**src/rtl/spi_slave_pkg.sv**
```systemverilog
// Shared types and helpers for the SPI slave shift engine.
//   DEFAULT_DATA_W : default word width
//   PARITY_MAX_W   : widest word even_parity() accepts (callers zero-extend)
//   bit_order_e    : wire bit order
//   cnt_state_e    : bit counter state (IDLE between words, SHIFT mid-word)
package spi_slave_pkg;

  localparam int unsigned DEFAULT_DATA_W = 16;
  localparam int unsigned PARITY_MAX_W   = 64;

  typedef enum logic {
    MSB_FIRST = 1'b0,
    LSB_FIRST = 1'b1
  } bit_order_e;

  typedef enum logic {
    IDLE  = 1'b0,
    SHIFT = 1'b1
  } cnt_state_e;

  // 1 when the word has an odd number of ones, so word plus this bit is even.
  function automatic logic even_parity(input logic [PARITY_MAX_W-1:0] v);
    return ^v;
  endfunction

endpackage

```
**src/rtl/spi_bit_counter.sv**
```systemverilog
// Bit position tracker for the SPI slave: wraps at LEN, clears whenever
// chip-select is low, and counts completed words per frame (saturating).
// Ports:
//   clk, rst_n : SPI clock (posedge) and async active-low reset
//   en         : chip select; counter advances only when 1
//   first_c    : current bit position is 0 (combinational)
//   last_c     : current bit position is LEN-1 (combinational)
//   busy       : a word is partially shifted (state register decode)
//   word_cnt   : completed words in the current frame
module spi_bit_counter #(
  parameter int unsigned LEN    = 16,
  parameter int unsigned WCNT_W = 8
) (
  input  logic              clk,
  input  logic              rst_n,
  input  logic              en,
  output logic              first_c,
  output logic              last_c,
  output logic              busy,
  output logic [WCNT_W-1:0] word_cnt
);
  import spi_slave_pkg::*;

  localparam int unsigned CNT_W = (LEN > 1) ? $clog2(LEN) : 1;

  cnt_state_e        state, state_nxt;
  logic [CNT_W-1:0]  bit_cnt, cnt_nxt;
  logic [WCNT_W-1:0] wcnt_nxt;

  assign first_c = (bit_cnt == '0);
  assign last_c  = (bit_cnt == CNT_W'(LEN - 1));
  assign busy    = (state == SHIFT);

  // State, bit position and word count registers.
  always_ff @(posedge clk or negedge rst_n) begin
    if (!rst_n) begin
      state    <= IDLE;
      bit_cnt  <= '0;
      word_cnt <= '0;
    end else begin
      state    <= state_nxt;
      bit_cnt  <= cnt_nxt;
      word_cnt <= wcnt_nxt;
    end
  end

  // Next position: clear on CS low, wrap after the last bit, else advance.
  always_comb begin
    cnt_nxt   = bit_cnt;
    wcnt_nxt  = word_cnt;
    state_nxt = state;
    if (!en) begin
      cnt_nxt  = '0;
      wcnt_nxt = '0;
    end else if (last_c) begin
      cnt_nxt = '0;
      if (word_cnt != {WCNT_W{1'b1}}) begin
        wcnt_nxt = word_cnt + WCNT_W'(1);
      end
    end else begin
      cnt_nxt = bit_cnt + CNT_W'(1);
    end
    state_nxt = (cnt_nxt != '0) ? SHIFT : IDLE;
  end

endmodule

```
**src/rtl/spi_slave_shifter.sv**
```systemverilog
// Full-duplex SPI slave shift engine clocked by the SPI clock SLK and gated
// by active-high CS. Shifts tx_data out on MISO while assembling rx_data from
// MOSI; words may run back-to-back within one CS frame.
// Optional feature macro SPI_SLAVE_PARITY_EN: appends an even-parity bit to
// every word in both directions and adds the rx_perr output.
// Ports:
//   SLK, rst   : SPI clock (posedge) and async active-low reset
//   CS, MOSI   : chip select and serial input from the master
//   tx_data    : word to send, captured at the first bit of each word
//   MISO       : registered serial output
//   tx_load    : pulse, tx_data captured on this edge
//   rx_data    : last complete received word
//   rx_valid   : pulse, rx_data updated on this edge
//   busy       : word partially shifted
//   word_cnt   : completed words in this frame, saturating
//   rx_perr    : (parity build) received parity mismatch, updated with rx_valid
// even_parity() covers words up to PARITY_MAX_W bits.
module spi_slave_shifter #(
  parameter int unsigned DATA_W    = spi_slave_pkg::DEFAULT_DATA_W,
  parameter bit          LSB_FIRST = 1'b0,
  parameter int unsigned WCNT_W    = 8
) (
  input  logic              SLK,
  input  logic              rst,
  input  logic              CS,
  input  logic              MOSI,
  input  logic [DATA_W-1:0] tx_data,
  output logic              MISO,
  output logic              tx_load,
  output logic [DATA_W-1:0] rx_data,
  output logic              rx_valid,
  output logic              busy,
  output logic [WCNT_W-1:0] word_cnt
`ifdef SPI_SLAVE_PARITY_EN
  ,
  output logic              rx_perr
`endif
);
  import spi_slave_pkg::*;

  localparam bit_order_e ORDER = LSB_FIRST ? spi_slave_pkg::LSB_FIRST
                                           : spi_slave_pkg::MSB_FIRST;
`ifdef SPI_SLAVE_PARITY_EN
  localparam int unsigned LEN = DATA_W + 1;
`else
  localparam int unsigned LEN = DATA_W;
`endif

  logic              first_c, last_c;
  logic [DATA_W-1:0] tx_sr, rx_sr;
  logic              tx_head_c, tx_nbit_c;
  logic [DATA_W-1:0] tx_rest_c, tx_adv_c, rx_shift_c;
`ifdef SPI_SLAVE_PARITY_EN
  logic              tx_par;
`endif

  spi_bit_counter #(
    .LEN    (LEN),
    .WCNT_W (WCNT_W)
  ) u_cnt (
    .clk      (SLK),
    .rst_n    (rst),
    .en       (CS),
    .first_c  (first_c),
    .last_c   (last_c),
    .busy     (busy),
    .word_cnt (word_cnt)
  );

  // Bit-order dependent taps and shifts for both directions.
  always_comb begin
    if (ORDER == spi_slave_pkg::LSB_FIRST) begin
      tx_head_c  = tx_data[0];
      tx_rest_c  = {1'b0, tx_data[DATA_W-1:1]};
      tx_nbit_c  = tx_sr[0];
      tx_adv_c   = {1'b0, tx_sr[DATA_W-1:1]};
      rx_shift_c = {MOSI, rx_sr[DATA_W-1:1]};
    end else begin
      tx_head_c  = tx_data[DATA_W-1];
      tx_rest_c  = {tx_data[DATA_W-2:0], 1'b0};
      tx_nbit_c  = tx_sr[DATA_W-1];
      tx_adv_c   = {tx_sr[DATA_W-2:0], 1'b0};
      rx_shift_c = {rx_sr[DATA_W-2:0], MOSI};
    end
  end

  // Shift datapath; CS low idles the wire but keeps the last rx_data.
  always_ff @(posedge SLK or negedge rst) begin
    if (!rst) begin
      MISO     <= 1'b0;
      tx_load  <= 1'b0;
      rx_data  <= '0;
      rx_valid <= 1'b0;
      tx_sr    <= '0;
      rx_sr    <= '0;
`ifdef SPI_SLAVE_PARITY_EN
      tx_par   <= 1'b0;
      rx_perr  <= 1'b0;
`endif
    end else if (!CS) begin
      MISO     <= 1'b0;
      tx_load  <= 1'b0;
      rx_valid <= 1'b0;
    end else begin
      tx_load  <= first_c;
      rx_valid <= last_c;

      if (first_c) begin
        MISO  <= tx_head_c;
        tx_sr <= tx_rest_c;
`ifdef SPI_SLAVE_PARITY_EN
        tx_par <= even_parity(PARITY_MAX_W'(tx_data));
`endif
      end
`ifdef SPI_SLAVE_PARITY_EN
      else if (last_c) begin
        MISO <= tx_par;
      end
`endif
      else begin
        MISO  <= tx_nbit_c;
        tx_sr <= tx_adv_c;
      end

`ifdef SPI_SLAVE_PARITY_EN
      // The trailing bit is parity: the data word is already complete in rx_sr.
      if (last_c) begin
        rx_data <= rx_sr;
        rx_perr <= MOSI ^ even_parity(PARITY_MAX_W'(rx_sr));
      end else begin
        rx_sr <= rx_shift_c;
      end
`else
      rx_sr <= rx_shift_c;
      if (last_c) begin
        rx_data <= rx_shift_c;
      end
`endif
    end
  end

endmodule

```
**config.mk**
```make
export PLATFORM = sky130hd
export DESIGN_NAME = spi_slave_shifter
export DESIGN_NICKNAME = d
export VERILOG_FILES = /design/src/rtl/spi_slave_pkg.sv /design/src/rtl/spi_bit_counter.sv /design/src/rtl/spi_slave_shifter.sv
export SDC_FILE = /design/constraint.sdc
export NUM_CORES = 1
export LEC_CHECK = 0
export ABC_CLOCK_PERIOD_IN_PS = 1920
export CAP_MARGIN = 0
export CORE_ASPECT_RATIO = 0.75
export CORE_MARGIN = 10
export CORE_UTILIZATION = 59
export DETAILED_ROUTE_END_ITERATION = 16
export DONT_BUFFER_PORTS = 1
export PLACE_DENSITY = 0.71
export RECOVER_POWER = 50
export SYNTH_ARGS = -nofsm -noshare
export SYNTH_HDL_FRONTEND = slang
export SYNTH_SLANG_ARGS = --single-unit
export TNS_END_PERCENT = 5
```
**constraint.sdc**
```tcl
create_clock -name SLK -period 1.92 [get_ports SLK]
set_input_delay 0.384 -clock SLK [delete_from_list [all_inputs] [get_ports SLK]]
set_output_delay 0.384 -clock SLK [all_outputs]
set_load 0.01 [all_outputs]
```
# Word level (Yosys, flattened, before mapping)
# Index checks and enable logic that the tools add are counted.
dict set report word_totals {
  in_bits 20
  regBits 63
  output_inout_bits 28
}
dict set report classes {
  eq_ne 4
  addsub 2
  n_mux 11
  n_reduce_logical 4
}
# operator n
set op_table {}
lappend op_table {{8-bit 2-to-1 mux} 3}
lappend op_table {{16-bit 2-to-1 mux} 1}
lappend op_table {{8-bit by 1-bit adder with 8-bit output, second input constant} 1}
lappend op_table {{4-bit 2-to-1 mux} 2}
lappend op_table {{8-bit != test, second input constant} 1}
lappend op_table {{1-bit 2-to-1 mux} 5}
lappend op_table {{4-bit by 1-bit adder with 4-bit output, second input constant} 1}
lappend op_table {{4-bit equality test, second input constant} 1}
lappend op_table {{4-bit zero test} 1}
lappend op_table {{2-bit by 1-bit != test with 1-bit output, second input constant} 2}
lappend op_table {{2-bit AND reduction} 2}
lappend op_table {{4-bit nonzero test} 1}

# Depth between registers and ports, before layout
dict set report logic_depth {
  depth_word 5
  mapped_depth 8
  depth_no_buf 6
}

# Hierarchy
# Synthesis repeated with hierarchy kept, for this count alone.
dict set report unflattened {
  hier_cells 212
  hier_area_um2 2710.1
}
# mod cells_per_inst n_inst seq_area_each_um2 area_each_um2
set by_module_without_submodules {}
lappend by_module_without_submodules {spi_slave_shifter 138 1 1226.2 1975.6}
lappend by_module_without_submodules {spi_bit_counter 74 1 325.3 734.5}

# Worst setup path before layout
# OpenSTA, ideal clock, no wires.
dict set report synth_timing {
  path_kind {reg-to-reg}
  from {register u_cnt.word_cnt[0]}
  to {register u_cnt.word_cnt[6]}
  path_slack_ps 419
  stages_incl_launch_ff 6
  n_path_buf 0
  setup_time_ps 124
  arrival_ps 1377
  required_ps 1796
  cell_sequence {dfrtp_1 -> ha_1 -> and3_1 -> and3_1 -> nor4b_1 -> a211o_1}
}
dict set report synth_between {
  elab_chain_len 4
}
# element line_no
set synth_rtl {}
lappend synth_rtl {{from (decl)} spi_bit_counter.sv:20} ;# output logic [WCNT_W-1:0] word_cnt
lappend synth_rtl {{from (signal assigned)} spi_bit_counter.sv:43} ;# word_cnt <= wcnt_nxt;
lappend synth_rtl {{8-bit by 1-bit adder with 8-bit output} spi_bit_counter.sv:58} ;# wcnt_nxt = word_cnt + WCNT_W'(1);
lappend synth_rtl {{8-bit 2-to-1 mux} spi_bit_counter.sv:57} ;# if (word_cnt != {WCNT_W{1'b1}}) begin
lappend synth_rtl {{8-bit 2-to-1 mux} spi_bit_counter.sv:55} ;# end else if (last_c) begin
lappend synth_rtl {{8-bit 2-to-1 mux} spi_bit_counter.sv:52} ;# if (!en) begin
# Parallel ways exist; a longest one is shown, timed or not. The select of a mux whose other input is x is not followed.
# A chain may end at the register's enable or synchronous reset.

# Worst setup path in the final report
dict set report layout_timing {
  from {register u_cnt.word_cnt[0]}
  to {register u_cnt.word_cnt[5]}
}
# Same word-level chain as after synthesis.

==> key figures <==
STA
  – Final hold violations: 0
  – Final Setup Violations: 0
  – Final Critical Period: between 1.5 and 2 ns
  – Max Clk Rate: 0.592 GHz
  – RSZ-0062 raised after global routing: false
  – Relative slew slack: between 40% and 50%
  – Number of max-slew violations in the final report: 0
  – Clock Skew: between 0.007 and 0.008 ns
  – Setup TNS: 0 ns
  – Worst slew pin tran: between 0.8 and 0.9 ns
  – Final Cycle Share: 88.0%

Critical path
  – Crit Reg-Reg Startpoint: u_cnt.word_cnt[0]
  – Worst reg2reg path endpoint: u_cnt.word_cnt[5]
  – Crit path arrival time: between 1.5 and 2 ns
  – Critical path's slowest cell: dfrtp_1
  – Reg2reg setup slack: 0.23 ns
  – Worst Path Required: 2.18 ns
  – Worst Reg-to-Reg Cells: 6
  – CP startpoint kind: flip-flop
  – CP Max Fanout: 12
  – Worst path cell trace: ha_1, nand4_1, o22ai_1, buf_4, or4_1, nand3_1
  – CP top delay family: simple AND/OR/NAND/NOR gates
  – Nature of the critical path endpoint: flip-flop
  – Slowest stage delay, CP: 0.45 ns
  – Bufs and invs on worst path: 1
  – Setup CP Type: reg -> reg

Routing
  – Post-Route WL: 5120 um
  – DRT iter0 DRCs: between 60 and 70
  – DRT antenna net count: 0
  – Vias: 1,716
  – WL/cell: between 15 and 20 um
  – Pre-antenna DRT Iters: 4
  – Drt drc: 0
  – Vias per inst: 5.66

Synth
  – Library cells used by synthesis: 33
  – Fraction of registers with async set/reset: 100%
  – Number of synthesized flops with an enable pin: 0
  – Syn Area/Cell: 11.0 um2
  – Top_reg_cell synth: dfrtp_1
  – Post-synthesis cell area: between 2000 and 3000 um2
  – Mapped Nets: 261
  – Sequential area share after synthesis: 59.4%
  – Cells after Synth: 238
  – Synth Register Bits: 62
  – Yosys warnings: 0

Hold path
  – Hold Startpoint: CS
  – HP Class: in -> reg
  – Worst Hold Depth: 1
  – Worst hold endpoint: tx_sr[13]

CTS
  – CTS buffer count: 9
  – CTS root buffer: clkbuf_8
  – Post-CTS resize count: 0
  – Clk Latency, worst-skew pair: about 0.32 ns
  – # clock sinks: 62
  – Post CTS Setup Buffer Count: 0
  – Number of H-tree levels: 3
  – Clock Path Buffers: 2
  – CTS tree: done
  – Hold_buf cts: 2
  – CTS clk-pin slew, worst paths: 0.07 ns

Power and ir drop
  – Leakage power: roughly 1.4 nW
  – Worst IR Drop VDD: 709 uV
  – PwrDens: 1090 nW/um2

Finish
  – Final net count: about 270
  – Area grow syn2layout: 10.4%
  – Number of antenna diodes: 0
  – Fraction of layout cells with a size suffix above 1: 16.1%
  – Most common cell after layout, fill and taps aside: dfrtp_1
  – Final instance area: 2890 um2
  – Commonest cells after routing, fill and taps aside: dfrtp_1, nand2_1, nor2_1

Floorplan
  – Num rows: 20
  – Die footprint: 7520 um2
  – Starting Density: around 63%
  – Die Ht: 77.6 um
  – Core region area: 4150 um2
  – Die width: 96.9 um
  – I/O pin total: between 40 and 50

Run status
  – Status: completed

Global route
  – Largest net degree at the start of global routing: 63
  – Total congestion overflow: 0
  – Global-route wire length before repair: 8450 um
  – Overall Global Routing Usage: 13.6%
  – Vias in the first global route: 1,637
  – Initial antenna violation count: 0

Place
  – PortBufs: 0
  – DP HPWL: 3380 um
  – Routability Congestion: 0.759
  – Placed instance area: ~2600 um2

Job
  – Max Cap Viol: 0
-- report_power, final --
| group | internal, W | switching, W | total, W | leakage [nW] |
|---|---|---|---|---|
| clock network | 0.000737 | 0.000457 | 0.00119 | 0.115 |
| logic | 0.000178 | 0.000134 | 0.000312 | 0.516 |
| registers | 0.00150 | 0.000139 | 0.00164 | 0.785 |
| total | 0.00241 | 0.000730 | 0.00314 | 1.42 |
-- flip-flops by register name, indices dropped and copies added (netlist names) --
| name | flops |
|---|---|
| u_cnt.word_cnt | 8 |
| tx_load | 1 |
| MISO | 1 |
| u_cnt.busy | 1 |
| u_cnt.bit_cnt | 4 |
| tx_sr | 15 |
| rx_sr | 15 |
| rx_data | 16 |
| rx_valid | 1 |
-- synthesized netlist by cell type, types with 2 or more instances --
library cell	instances	area share, %
dfrtp_1	62	59
nand2_1	55	7.9
nor2_1	20	2.9
a21oi_1	16	3.1
mux2_2	16	6.9
mux2i_1	16	6.1
nand3_1	6	1.1
buf_2	4	0.77
clkbuf_1	4	0.57
inv_1	4	0.57
and3_1	3	0.72
ha_1	3	1.4
a22o_1	2	0.67
and2_1	2	0.48
buf_4	2	0.57
nand3b_1	2	0.57
nand4_1	2	0.48
o21ai_0	2	0.38
o221ai_1	2	0.67
or4_1	2	0.57
-- kinds of logic (layout without fill, tap and decap cells) --
group                      count (synthesis)  count (layout)  synth area share [%]
AOI/OAI and AO/OA                         25              25                  5.74
adders and majority gates                  3               3                  1.44
xor gates and xnor gates                   2               2                 0.670
DFF                                       62              62                  59.4
and+or+nand+nor                           98              98                  16.7
buffers and inverters                     16              26                  3.06
muxes                                     32              32                  13.0
-- cell type report --
class                           count  area (um2)
Tap cell                           55        68.8
Inverter                            5        18.8
Clock inverter                      3        40.0
Multi-Input combinational cell    160         987
Sequential cell                    62        1550
Timing Repair Buffer                5        40.0
Fill cell                         315        1270
Clock buffer                       13         179
-- per-stage QoR --
stage,total power [W],hold slack (ns),setup WS (ns),cells,util (%)
2_1_floorplan,0.00189,0.0884,0.419,238,-
3_5_place_dp,0.00194,0.0899,0.245,285,63.8
4_1_cts,0.00319,0.132,0.231,303,69.9
6_report,0.00314,0.152,0.230,303,69.5
5_1_grt,0.00330,0.125,0.121,303,69.5
3_3_place_gp,0.00191,0.0902,0.316,285,63.8
-- how the worst max path moves through the flow --
stage	to	from	cells past startpoint	slack (ns)
floorplan	u_cnt.word_cnt[6]	u_cnt.word_cnt[0]	5	0.42
CTS	u_cnt.word_cnt[5]	u_cnt.word_cnt[0]	6	0.23
global placement	u_cnt.word_cnt[5]	u_cnt.word_cnt[0]	6	0.32
detailed placement	u_cnt.word_cnt[5]	u_cnt.word_cnt[0]	6	0.25
finish	u_cnt.word_cnt[5]	u_cnt.word_cnt[0]	6	0.23
global route	u_cnt.word_cnt[6]	u_cnt.word_cnt[1]	6	0.12
-- routing by layer --
layer,global-route usage (%),vias up,wire [um]
met2,20.9,47,2480
met5,0,-,0
met3,7.52,8,414
met1,15.7,843,2170
met4,4.71,0,52
li1,-,818,-
Note: power is estimated with default switching activity, not from simulation.
